===== src/rtl/wrf_arb2.sv =====
// wrf_arb2: two-input WR fabric frame arbiter.
// Shares one pipelined 16-bit fabric source between two fabric sinks with
// frame-granular round-robin grants, and counts forwarded frames per port.
module wrf_arb2 #(
  parameter string       g_interface_mode      = "PIPELINED",
  parameter string       g_address_granularity = "BYTE",
  parameter int unsigned g_cnt_width           = 16
) (
  input  logic                   clk_sys_i,
  input  logic                   rst_n_i,

  input  logic                   snk0_cyc_i,
  input  logic                   snk0_stb_i,
  input  logic                   snk0_we_i,
  input  logic [1:0]             snk0_sel_i,
  input  logic [1:0]             snk0_adr_i,
  input  logic [15:0]            snk0_dat_i,
  output logic                   snk0_ack_o,
  output logic                   snk0_stall_o,
  output logic                   snk0_err_o,

  input  logic                   snk1_cyc_i,
  input  logic                   snk1_stb_i,
  input  logic                   snk1_we_i,
  input  logic [1:0]             snk1_sel_i,
  input  logic [1:0]             snk1_adr_i,
  input  logic [15:0]            snk1_dat_i,
  output logic                   snk1_ack_o,
  output logic                   snk1_stall_o,
  output logic                   snk1_err_o,

  output logic                   src_cyc_o,
  output logic                   src_stb_o,
  output logic                   src_we_o,
  output logic [1:0]             src_sel_o,
  output logic [1:0]             src_adr_o,
  output logic [15:0]            src_dat_o,
  input  logic                   src_ack_i,
  input  logic                   src_stall_i,
  input  logic                   src_err_i,

  output logic [1:0]             grant_o,
  input  logic                   cnt_clr_i,
  output logic [g_cnt_width-1:0] frames0_o,
  output logic [g_cnt_width-1:0] frames1_o
);

  // Only the pipelined fabric flavour is implemented; granularity is not
  // interpreted here but must still name a valid fabric setting.
  if (g_interface_mode != "PIPELINED") begin : g_mode_check
    $error("wrf_arb2: only PIPELINED interface mode is supported");
  end
  if (g_address_granularity != "BYTE" && g_address_granularity != "WORD") begin : g_gran_check
    $error("wrf_arb2: address granularity must be BYTE or WORD");
  end

  typedef enum logic [1:0] {
    ST_IDLE = 2'd0,
    ST_GNT0 = 2'd1,
    ST_GNT1 = 2'd2
  } state_t;

  localparam logic [g_cnt_width-1:0] c_cnt_one = {{(g_cnt_width-1){1'b0}}, 1'b1};

  state_t                 state_q;
  state_t                 state_d;
  logic                   last_q;
  logic                   last_d;
  logic [1:0]             grant_q;
  logic                   frame_done0;
  logic                   frame_done1;
  logic [g_cnt_width-1:0] frames0_q;
  logic [g_cnt_width-1:0] frames1_q;

  // Next grant: a grant is held until its own cyc drops, always passing
  // through IDLE, and contention is broken against the last granted port.
  always_comb begin
    state_d     = state_q;
    last_d      = last_q;
    frame_done0 = 1'b0;
    frame_done1 = 1'b0;
    case (state_q)
      ST_IDLE: begin
        if (snk0_cyc_i && snk1_cyc_i) begin
          if (last_q) begin
            state_d = ST_GNT0;
            last_d  = 1'b0;
          end else begin
            state_d = ST_GNT1;
            last_d  = 1'b1;
          end
        end else if (snk0_cyc_i) begin
          state_d = ST_GNT0;
          last_d  = 1'b0;
        end else if (snk1_cyc_i) begin
          state_d = ST_GNT1;
          last_d  = 1'b1;
        end
      end
      ST_GNT0: begin
        if (!snk0_cyc_i) begin
          state_d     = ST_IDLE;
          frame_done0 = 1'b1;
        end
      end
      ST_GNT1: begin
        if (!snk1_cyc_i) begin
          state_d     = ST_IDLE;
          frame_done1 = 1'b1;
        end
      end
      default: begin
        state_d = ST_IDLE;
      end
    endcase
  end

  // Grant state, round-robin memory and the registered one-hot grant; last
  // resets to port 1 so that port 0 wins the first contention.
  always_ff @(posedge clk_sys_i or negedge rst_n_i) begin
    if (!rst_n_i) begin
      state_q <= ST_IDLE;
      last_q  <= 1'b1;
      grant_q <= 2'b00;
    end else begin
      state_q <= state_d;
      last_q  <= last_d;
      grant_q <= {state_d == ST_GNT1, state_d == ST_GNT0};
    end
  end

  // Port 0 frame counter; a clear overrides a coinciding frame completion.
  always_ff @(posedge clk_sys_i or negedge rst_n_i) begin
    if (!rst_n_i) begin
      frames0_q <= '0;
    end else if (cnt_clr_i) begin
      frames0_q <= '0;
    end else if (frame_done0) begin
      frames0_q <= frames0_q + c_cnt_one;
    end
  end

  // Port 1 frame counter, same rules as port 0.
  always_ff @(posedge clk_sys_i or negedge rst_n_i) begin
    if (!rst_n_i) begin
      frames1_q <= '0;
    end else if (cnt_clr_i) begin
      frames1_q <= '0;
    end else if (frame_done1) begin
      frames1_q <= frames1_q + c_cnt_one;
    end
  end

  // Zero-latency fabric mux: the granted port drives the source and sees the
  // downstream responses; everyone else is stalled and late acks/errs are dropped.
  always_comb begin
    src_cyc_o    = 1'b0;
    src_stb_o    = 1'b0;
    src_we_o     = 1'b0;
    src_sel_o    = 2'b00;
    src_adr_o    = 2'b00;
    src_dat_o    = 16'h0000;
    snk0_stall_o = 1'b1;
    snk0_ack_o   = 1'b0;
    snk0_err_o   = 1'b0;
    snk1_stall_o = 1'b1;
    snk1_ack_o   = 1'b0;
    snk1_err_o   = 1'b0;
    case (state_q)
      ST_GNT0: begin
        src_cyc_o    = snk0_cyc_i;
        src_stb_o    = snk0_stb_i;
        src_we_o     = snk0_we_i;
        src_sel_o    = snk0_sel_i;
        src_adr_o    = snk0_adr_i;
        src_dat_o    = snk0_dat_i;
        snk0_stall_o = src_stall_i;
        snk0_ack_o   = src_ack_i & snk0_cyc_i;
        snk0_err_o   = src_err_i & snk0_cyc_i;
      end
      ST_GNT1: begin
        src_cyc_o    = snk1_cyc_i;
        src_stb_o    = snk1_stb_i;
        src_we_o     = snk1_we_i;
        src_sel_o    = snk1_sel_i;
        src_adr_o    = snk1_adr_i;
        src_dat_o    = snk1_dat_i;
        snk1_stall_o = src_stall_i;
        snk1_ack_o   = src_ack_i & snk1_cyc_i;
        snk1_err_o   = src_err_i & snk1_cyc_i;
      end
      default: begin
      end
    endcase
  end

  assign grant_o   = grant_q;
  assign frames0_o = frames0_q;
  assign frames1_o = frames1_q;

endmodule


===== config.mk =====
export PLATFORM = sky130hd
export DESIGN_NAME = wrf_arb2
export DESIGN_NICKNAME = d
export VERILOG_FILES = /design/src/rtl/wrf_arb2.sv
export SDC_FILE = /design/constraint.sdc
export NUM_CORES = 1
export LEC_CHECK = 0
export CORE_MARGIN = 2
export CORE_UTILIZATION = 35
export DETAILED_ROUTE_END_ITERATION = 7
export DONT_BUFFER_PORTS = 1
export HOLD_SLACK_MARGIN = 0.1
export MAX_ROUTING_LAYER = met4
export SLEW_MARGIN = 20
export SYNTH_ARGS = -nofsm -noshare
export SYNTH_HDL_FRONTEND = slang
export SYNTH_SLANG_ARGS = --single-unit

===== constraint.sdc =====
create_clock -name clk_sys_i -period 2.91 [get_ports clk_sys_i]
set_input_delay 0.291 -clock clk_sys_i [delete_from_list [all_inputs] [get_ports clk_sys_i]]
set_output_delay 0.291 -clock clk_sys_i [all_outputs]
set_load 0.05 [all_outputs]

==> flow_metrics.py, run 1 <==
metrics = {
    "status": {
        "status": "complete, no violations",
    },
    "sta": {
        "slew_viol_final": 0,
        "rsz0062_at_grt": "no",
        "tightest_slew_ps": 621.6,
        "worst_slack_ps": 759.3,
        "fmax_mhz": 465.0,
        "tns_ps": 0,
        "final.min_clock_period_ps": 2151,
        "finClkSkew_ps": 8.608,
        "fin_crit_sh_pct": 73.91,
        "setup_viol": 0,
        "finalHoldViolCount": 0,
        "relSlewSlack_pct": 58.56,
    },
    "final_layout": {
        "final_common_cell": "buf_4",
        "final_cell_mix": "buf_4, dfrtp_1, nor2b_1",
        "diodes": 0,
        "area.growth.synth_to_final_pct": 20.57,
        "layout-drive-gt1-share_pct": 19.18,
        "nFillCells": 599,
        "layout.nets": 350,
    },
    "yosys": {
        "synth_top_area_share_pct": 39.17,
        "synth_cells": 256,
        "ys_seq_area_share_pct": 40.32,
        "netlist_top_cells_area": "dfrtp_1, a22oi_1, nor2b_1",
        "ys.flop_type": "dfrtp_1",
        "ys_warn_count": 0,
        "synth_fp_nets": 315,
        "synth-async-reset-ratio_pct": 100.0,
        "synth.cell_area_um2": 2300,
        "synth_edf_count": 0,
        "yosys.area.top_type": "dfrtp_1",
        "synth_cell_types": 43,
        "synth_seq_cells": 37,
        "synth.avg_cell_area_um2": 8.983,
    },
    "clock_network": {
        "clkSinkCount": 37,
        "postCtsSetupRepairBufs": 0,
        "htreeDepth": 2,
        "cts_buffer_depth": 2,
        "root_buffer": "clkbuf_8",
        "worstSkewPairLatency_ps": 280,
        "cts-buffers-inserted": 5,
        "clkSlewWorstSetupHoldPaths_ps": 80,
        "cts_tree": "built",
        "cts_resized": 0,
    },
    "power": {
        "power.density_nw_per_um2": 794.9,
        "p_leak_nw": 1.184,
        "finalPower_mw": 2.204,
        "ir_drop_mv": 0.5568,
    },
    "die": {
        "core_um2": 6350,
        "die_x_um": 85.06,
        "rows": 29,
        "initial_core_util_pct": 36.22,
        "dieArea_um2": 7235,
        "die_y_um": 85.06,
        "io_pins": 115,
    },
    "grt": {
        "grt_pass1_vias": 1863,
        "track_usage_pct": 16.03,
        "grt_pass1_wl_mm": 9.135,
        "grt_max_degree": 38,
        "antenna_found_initial": 0,
        "gr-total-overflow": 0,
    },
    "run": {
        "maxCapViolCount": 0,
    },
    "placed_design": {
        "hpwl_mm": 4.268,
        "gp_congestion": 0.8397,
        "portBuffers": 0,
        "pre_cts_slack_ps": 788.2,
    },
    "setup_path": {
        "path_max_fanout": 23,
        "cp.arrival_ps": 1860,
        "critPathLaunchType": "flop",
        "path_class": "reg2out",
        "cp-end-kind": "primary output",
        "worst_ep_required_time_ps": 2620,
    },
    "route": {
        "avgViaCountPerCell": 5.520,
        "drt_iter0_markers": 113,
        "drt_wl_total_mm": 5.868,
        "remaining_drc_errors": 0,
        "num_vias": 2037,
        "firstDrtPassIters": 4,
        "drtAntennaViolNets": 0,
        "route.detailed.wl_per_inst_um": 15.90,
    },
    "worst_hold_path": {
        "hold_class": "in2reg",
    },
}
-- state kept, by name, summed over array words and instances (netlist names) --
name and count:
frames0_o 16, frames1_o 16, grant_o 2, state_q 2, last_q 1
-- critical path, stage by stage (launching register included) --
cell and delay, ps:
dfrtp_1 400, inv_1 110, ha_1 620, nor2b_1 240
buf_4 220
-- routing by layer --
layer	vias up	global-route usage (%)	wire (um)
met5	-	-	0
met4	0	4.329	35
met2	61	24.64	2891
met1	990	20.27	2547
met3	2	5.350	394
li1	984	-	-
-- layout make-up --
type / instances / area (um^2) / area share (%)
inverters: 6 / 22.52 / 0.8123
well taps: 77 / 96.34 / 3.475
clock inverters: 2 / 35.03 / 1.264
repair buffers: 43 / 337.8 / 12.18
flip-flops and latches: 37 / 927.1 / 33.44
clock buffers: 6 / 72.57 / 2.617
multi-input cells: 198 / 1281 / 46.21
-- timing repair --
| item | in CTS | in global routing |
|---|---|---|
| setup endpoints to repair | 0 | 0 |
| hold buffers | 4 | 0 |
| endpoints found under the hold margin | 68 | 0 |
-- power breakdown --
group          internal, mW  total [mW]  leakage [nW]  switching [mW]
combinational         0.373        1.14         0.620           0.767
sequential            0.556       0.629         0.509          0.0728
clock                 0.254       0.435        0.0552           0.181
total                  1.18        2.20          1.18            1.02
-- synth_stat cells (all sizes together) (9+ instances only) --
master  count
a22oi      23
nand3      10
a21oi      14
xor2        9
or3        10
o21ai      12
clkbuf     12
nor2       23
nor2b      27
dfrtp      36
nand2      10
-- cell families (layout without fill, tap and decap cells) --
family / after synthesis / count (layout) / share of synthesized area (%)
AO/OA/AOI/OAI: 56 / 56 / 15.62
adder cells (fa/ha/maj): 7 / 7 / 3.808
XOR/XNOR: 17 / 17 / 6.475
AND/OR/NAND/NOR: 115 / 115 / 28.45
buffers and inverters: 21 / 57 / 3.971
flip-flops: 37 / 37 / 40.32
multiplexers: 3 / 3 / 1.360
-- path summary, 6_finish.rpt --
path / cells past startpoint / end / slack, ps / startpoint
worst min register to register: 2 / last_q / 530 / last_q
worst max register to register: 4 / frames0_o[15] / 780 / frames0_o[4]
min in group asynchronous: 2 / frames0_o[4] / 450 / rst_n_i
worst max-delay path: 4 / src_dat_o[9] / 760 / state_q[1]
worst min-delay path: 2 / last_q / 150 / snk1_cyc_i
max in group asynchronous: 2 / last_q / 2210 / rst_n_i
-- stage by stage --
step                      hold WS, ps  instances  instance area [um^2]  util [%]
after floorplan                -4.591        256                  2300         -
after global placement         -3.130        357                  2620     41.26
after detailed placement       -3.225        357                  2620     41.26
after CTS                       138.7        369                  2778     43.74
after global routing            145.9        369                  2773     43.67
final                           151.9        369                  2773     43.67
(Power assumes the default switching activity.)
==> run 2, diff against run 1 <==
==> constraint.sdc (replaced) <==
create_clock -name clk_sys_i -period 1.9 [get_ports clk_sys_i]
set_input_delay 0.19 -clock clk_sys_i [delete_from_list [all_inputs] [get_ports clk_sys_i]]
set_output_delay 0.19 -clock clk_sys_i [all_outputs]
set_load 0.05 [all_outputs]
==> run 2 against run 1 <==
  * Die area unchanged
  * Utilization increased by 12 points
  * Critical path depth increased by 3
  * Non-clock buffer count increased by 36
  * Design area increased by 28%
  * Clock skew decreased by 2.5 ps
  * Critical endpoint is now src_stb_o
==> flow_metrics.py, run 2 (same netlist as run 1, synthesis figures left out) <==
metrics = {
    "power": {
        "pwr-share-comb_pct": 64.1,
        "p_clk_share_pct": 13.2,
        "internal_power_mw": 2.435,
        "p_sw_mw": 1.832,
        "seqPwrFrac_pct": 22.7,
        "swShare_pct": 42.94,
        "ir_drop_mv": 0.9327,
        "power.density_nw_per_um2": 1206,
        "finalPower_mw": 4.267,
        "p_leak_nw": 1.453,
    },
    "setup_path": {
        "r2r_start": "state_q[1]",
        "cp_common_cell": "buf_12",
        "path_max_fanout": 10,
        "worst_ep_required_time_ps": 1710,
        "path_buf_inv": 4,
        "cp_slowest_stage_delay_ps": 390,
        "critPathTopFamily": "buffers and inverters",
        "path_cells": "buf_6, ha_4, buf_8, buf_12, a22oi_1, nor2b_2, buf_12",
        "cp-end-kind": "primary output",
        "path_class": "reg2out",
        "r2r_slack_ps": 60,
        "crit_slowest_cell": "dfrtp_1",
        "r2r_end": "frames0_o[15]",
        "rr_worst_depth": 6,
        "critPathLaunchType": "flop",
        "cp.arrival_ps": 1660,
    },
    "sta": {
        "tns_ps": 0,
        "final.min_clock_period_ps": 1855,
        "slew_viol_final": 0,
        "fin_crit_sh_pct": 97.61,
        "fmax_mhz": 539.2,
        "tightest_slew_ps": 546.4,
        "worst_slack_ps": 45.43,
        "holdWs_ps": 132.9,
        "rsz0062_at_grt": "yes",
        "relSlewSlack_pct": 63.57,
        "finalHoldViolCount": 0,
        "finClkSkew_ps": 6.110,
        "setup_viol": 0,
    },
    "final_layout": {
        "final_common_cell": "buf_4",
        "final_cell_mix": "buf_4, dfrtp_1, buf_12",
        "diodes": 0,
        "layout-drive-gt1-share_pct": 41.77,
        "layout.nets": 386,
        "instances_no_fill": 405,
        "nFillCells": 565,
        "area.growth.synth_to_final_pct": 53.92,
        "final_cell_area_um2": 3540,
        "utilization_pct": 55.74,
    },
    "die": {
        "dieArea_um2": 7235,
        "die_y_um": 85.06,
        "rows": 29,
        "initial_core_util_pct": 36.22,
        "die_x_um": 85.06,
        "core_um2": 6350,
        "io_pins": 115,
    },
    "worst_hold_path": {
        "worstHoldStart": "cnt_clr_i",
        "holdPathEnd": "frames1_o[13]",
        "hold_depth": 2,
        "hold_class": "in2reg",
    },
    "clock_network": {
        "cts_buffer_depth": 2,
        "cts_tree": "built",
        "worstSkewPairLatency_ps": 290,
        "clkSinkCount": 37,
        "root_buffer": "clkbuf_8",
        "htreeDepth": 2,
        "clkSlewWorstSetupHoldPaths_ps": 80,
        "cts-buffers-inserted": 5,
    },
    "placed_design": {
        "portBuffers": 0,
        "hpwl_mm": 4.708,
        "gp_congestion": 0.7758,
        "pre_cts_slack_ps": 77.12,
        "placed_area_um2": 3156,
        "place_inst": 384,
    },
    "route": {
        "route.detailed.wl_per_inst_um": 16.38,
        "num_vias": 2179,
        "firstDrtPassIters": 4,
        "remaining_drc_errors": 0,
        "drt_wl_total_mm": 6.635,
        "drtAntennaViolNets": 0,
        "drt_iter0_markers": 99,
        "avgViaCountPerCell": 5.380,
    },
    "grt": {
        "gr-total-overflow": 0,
        "grt_max_degree": 38,
        "grt_pass1_vias": 2155,
        "antenna_found_initial": 0,
        "grt_pass1_wl_mm": 10.14,
        "track_usage_pct": 18.06,
    },
    "status": {
        "status": "complete, no violations",
    },
    "run": {
        "maxCapViolCount": 0,
    },
}
## run 2: changes by cell type in the layout (fill, tap and decap cells not counted), sizes merged
cell         previous run  this run
buf                    41        75
dlygate4sd3             2         3
bufinv                  1         0
clkinvlp                0         1
inv                     6         7
## run 2: power groups by stage
| stage | clock [mW] | sequential [mW] | combinational, mW |
|---|---|---|---|
| after global routing | 0.620 | 0.984 | 2.87 |
| after global placement | 0 | 0.983 | 2.31 |
| after CTS | 0.580 | 0.968 | 2.56 |
| after detailed placement | 0 | 0.985 | 2.34 |
| after floorplan | 0 | 1.02 | 1.39 |
| final | 0.563 | 0.971 | 2.73 |
## run 2: cell type report
cell class / instances / area, um^2 / share of cell area, %
clock buffers: 5 / 68.82 / 1.944
clock inverters: 3 / 21.27 / 0.6009
inverters: 6 / 22.52 / 0.6363
multi-input cells: 198 / 1425 / 40.26
flip-flops and latches: 37 / 938.4 / 26.51
well taps: 77 / 96.34 / 2.722
repair buffers: 79 / 967.2 / 27.32
## run 2: worst max path at each step
stage,startpoint,to,slack [ps],cells past startpoint
final,state_q[1],src_stb_o,50,7
after global routing,state_q[1],src_dat_o[15],-40,6
after CTS,state_q[1],src_stb_o,20,7
after detailed placement,state_q[0],frames1_o[12],80,6
after global placement,state_q[1],frames0_o[15],140,6
after floorplan,frames1_o[0],frames1_o[12],0.8,5
## run 2: repair_timing
action                                  in CTS  in global routing
gates resized for setup                     19                 13
buffers inserted                             2                  4
endpoints found under the hold margin       68                  0
hold buffers                                 5                  0
endpoints found under the setup margin      25                 29
pin swaps                                    0                  3
gates cloned                                 0                  2
## run 2: per-layer routing
metal  share of wire (%)  track usage [%]
met4                0.98            5.195
met2                  50            28.48
met1                  42            22.71
met3                 7.0            5.058
met5                   0                -
## run 2: worst reg2reg max path, cell delays in order (launching register included)
cell	delay, ps
dfrtp_1	390
inv_1	140
ha_4	170
nand3b_1	70
or4_4	490
or3_1	360
a21oi_1	140
==> run 3, diff against run 2 <==
--- a/config.mk
+++ b/config.mk
@@ -5,12 +5,13 @@
 export SDC_FILE = /design/constraint.sdc
 export NUM_CORES = 1
 export LEC_CHECK = 0
+export BUFFER_PORTS_ARGS = -buffer_cell sky130_fd_sc_hd__clkbuf_2
 export CORE_MARGIN = 2
 export CORE_UTILIZATION = 35
 export DETAILED_ROUTE_END_ITERATION = 7
-export DONT_BUFFER_PORTS = 1
 export HOLD_SLACK_MARGIN = 0.1
 export MAX_ROUTING_LAYER = met4
+export PLACE_DENSITY = 0.66
 export SLEW_MARGIN = 20
 export SYNTH_ARGS = -nofsm -noshare
 export SYNTH_HDL_FRONTEND = slang
==> run 3 against run 2 <==
  * Sequential share of layout area increased by 1.1 points
  * Clock-buffer cell count increased by 1
  * Critical path depth decreased by 2
  * Critical path type unchanged
  * Critical endpoint is now src_dat_o[6]
==> flow_metrics.py, run 3 (same netlist as run 1, synthesis figures left out) <==
metrics = {
    "status": {
        "status": "complete, no violations",
    },
    "sta": {
        "rsz0062_at_grt": "yes",
        "final.min_clock_period_ps": 1854,
        "fin_crit_sh_pct": 97.60,
        "relSlewSlack_pct": 68.34,
        "slew_viol_final": 0,
        "setup_viol": 0,
        "finClkSkew_ps": 5.940,
        "holdWs_ps": 260.8,
        "tightest_slew_ps": 474.9,
        "tns_ps": 0,
        "finalHoldViolCount": 0,
        "fmax_mhz": 539.2,
    },
    "final_layout": {
        "instances_no_fill": 456,
        "area.growth.synth_to_final_pct": 47.71,
        "utilization_pct": 53.50,
        "final_common_cell": "clkbuf_2",
        "multi_input_area_um2": 1383,
        "layout.nets": 437,
        "final_cell_mix": "clkbuf_2, dfrtp_1, nor2b_2",
        "diodes": 0,
        "nFillCells": 575,
        "regArea_um2": 937.1,
        "layout-drive-gt1-share_pct": 48.02,
    },
    "die": {
        "dieArea_um2": 7235,
        "die_x_um": 85.06,
        "initial_core_util_pct": 36.22,
        "die_y_um": 85.06,
        "core_um2": 6350,
        "io_pins": 115,
        "rows": 29,
    },
    "clock_network": {
        "worstSkewPairLatency_ps": 290,
        "clkSlewWorstSetupHoldPaths_ps": 70,
        "clkSinkCount": 37,
        "cts_tree": "built",
        "cts_buffer_depth": 2,
        "root_buffer": "clkbuf_8",
        "htreeDepth": 2,
        "cts-buffers-inserted": 5,
    },
    "route": {
        "num_vias": 2391,
        "firstDrtPassIters": 4,
        "top_layer": "met4",
        "wl_met2_mm": 3.380,
        "route.detailed.wl_per_inst_um": 14.26,
        "drtAntennaViolNets": 0,
        "drt_wl_total_mm": 6.502,
        "drt-met1-wl_mm": 2.662,
        "wl_met3_um": 399,
        "remaining_drc_errors": 0,
        "drt_iter0_markers": 57,
        "avgViaCountPerCell": 5.243,
    },
    "setup_path": {
        "critPathLaunchType": "flop",
        "cp-end-kind": "primary output",
        "cp.arrival_ps": 1660,
        "path_max_fanout": 23,
        "worst_ep_required_time_ps": 1710,
        "path_class": "reg2out",
    },
    "run": {
        "maxCapViolCount": 0,
    },
    "grt": {
        "track_usage_pct": 17.87,
        "grt_pass1_wl_mm": 10.36,
        "antenna_found_initial": 0,
        "grt_pass1_vias": 2322,
        "gr-total-overflow": 0,
        "grt_max_degree": 38,
    },
    "power": {
        "p_clk_share_pct": 14.0,
        "swShare_pct": 45.21,
        "seqPwrFrac_pct": 23.6,
        "power.density_nw_per_um2": 1125,
        "internal_power_mw": 2.094,
        "p_leak_nw": 1.579,
        "p_sw_mw": 1.728,
        "finalPower_mw": 3.822,
        "ir_drop_mv": 0.9381,
        "pwr-share-comb_pct": 62.3,
    },
    "placed_design": {
        "gp_congestion": 0.8049,
        "portBuffers": 114,
        "place_inst": 444,
        "hpwl_mm": 4.669,
    },
    "worst_hold_path": {
        "hold_class": "in2reg",
    },
}
-- run 3: cell count changes in the layout (fill, tap and decap cells not counted), moves of 5 or more --
cell,change
a22oi_1,+11
a22oi_2,-11
buf_12,-20
buf_4,-19
clkbuf_2,+89
nor2b_1,-5
nor2b_2,+5
-- run 3: power by group through the flow --
stage          logic, mW  registers (mW)  clock network, mW
5_1_grt             2.53           0.912              0.580
3_5_place_dp        2.08           0.918                  0
4_1_cts             2.18           0.897              0.555
2_1_floorplan       1.39            1.02                  0
3_3_place_gp        2.07           0.917                  0
6_report            2.38           0.903              0.536
-- run 3: per-layer routing --
metal | GRT usage [%] | up-vias
met5 | - | -
met4 | 6.349 | 0
met3 | 2.724 | 5
met2 | 31.18 | 94
met1 | 20.81 | 1128
li1 | - | 1164
-- run 3: final cells by class --
class                      instances  area share [%]
clock buffer                       6           2.136
clock inverter                     2          0.2947
inverter                           6          0.6630
multi-input combinational        198           40.70
sequential                        37           27.59
tap                               77           2.836
timing repair buffer             130           25.78
-- run 3: critical path: stages (launching register included) --
cell	delay (ps)
dfrtp_1	410
inv_1	110
ha_1	340
buf_12	160
nor2b_2	140
clkbuf_4	210
-- run 3: worst paths after layout --
check                      startpoint       endpoint  slack [ps]  cells past startpoint
min reg2reg                    last_q         last_q         530                      2
max                        state_q[0]   src_dat_o[6]          50                      5
max reg2reg                state_q[1]  frames0_o[15]         110                      6
min                        snk0_cyc_i         last_q         260                      3
min in group asynchronous     rst_n_i  frames1_o[13]         490                      3
max in group asynchronous     rst_n_i   frames0_o[4]        1050                      3
-- run 3: timing repair --
item                                   CTS  global route
hold buffers                             1             0
setup buffers                            1             1
setup endpoints to repair               24            30
resized for setup                       11            66
gates cloned                             0             1
endpoints found under the hold margin   36             0
pin swaps                                0             0
-- run 3: metrics by stage --
step,instance area [um^2],setup slack [ps]
2_1_floorplan,2357,0.8141
5_1_grt,3397,-49.33
4_1_cts,3259,-8.409
3_3_place_gp,3115,10.02
3_5_place_dp,3115,-49.10
6_report,3397,45.55
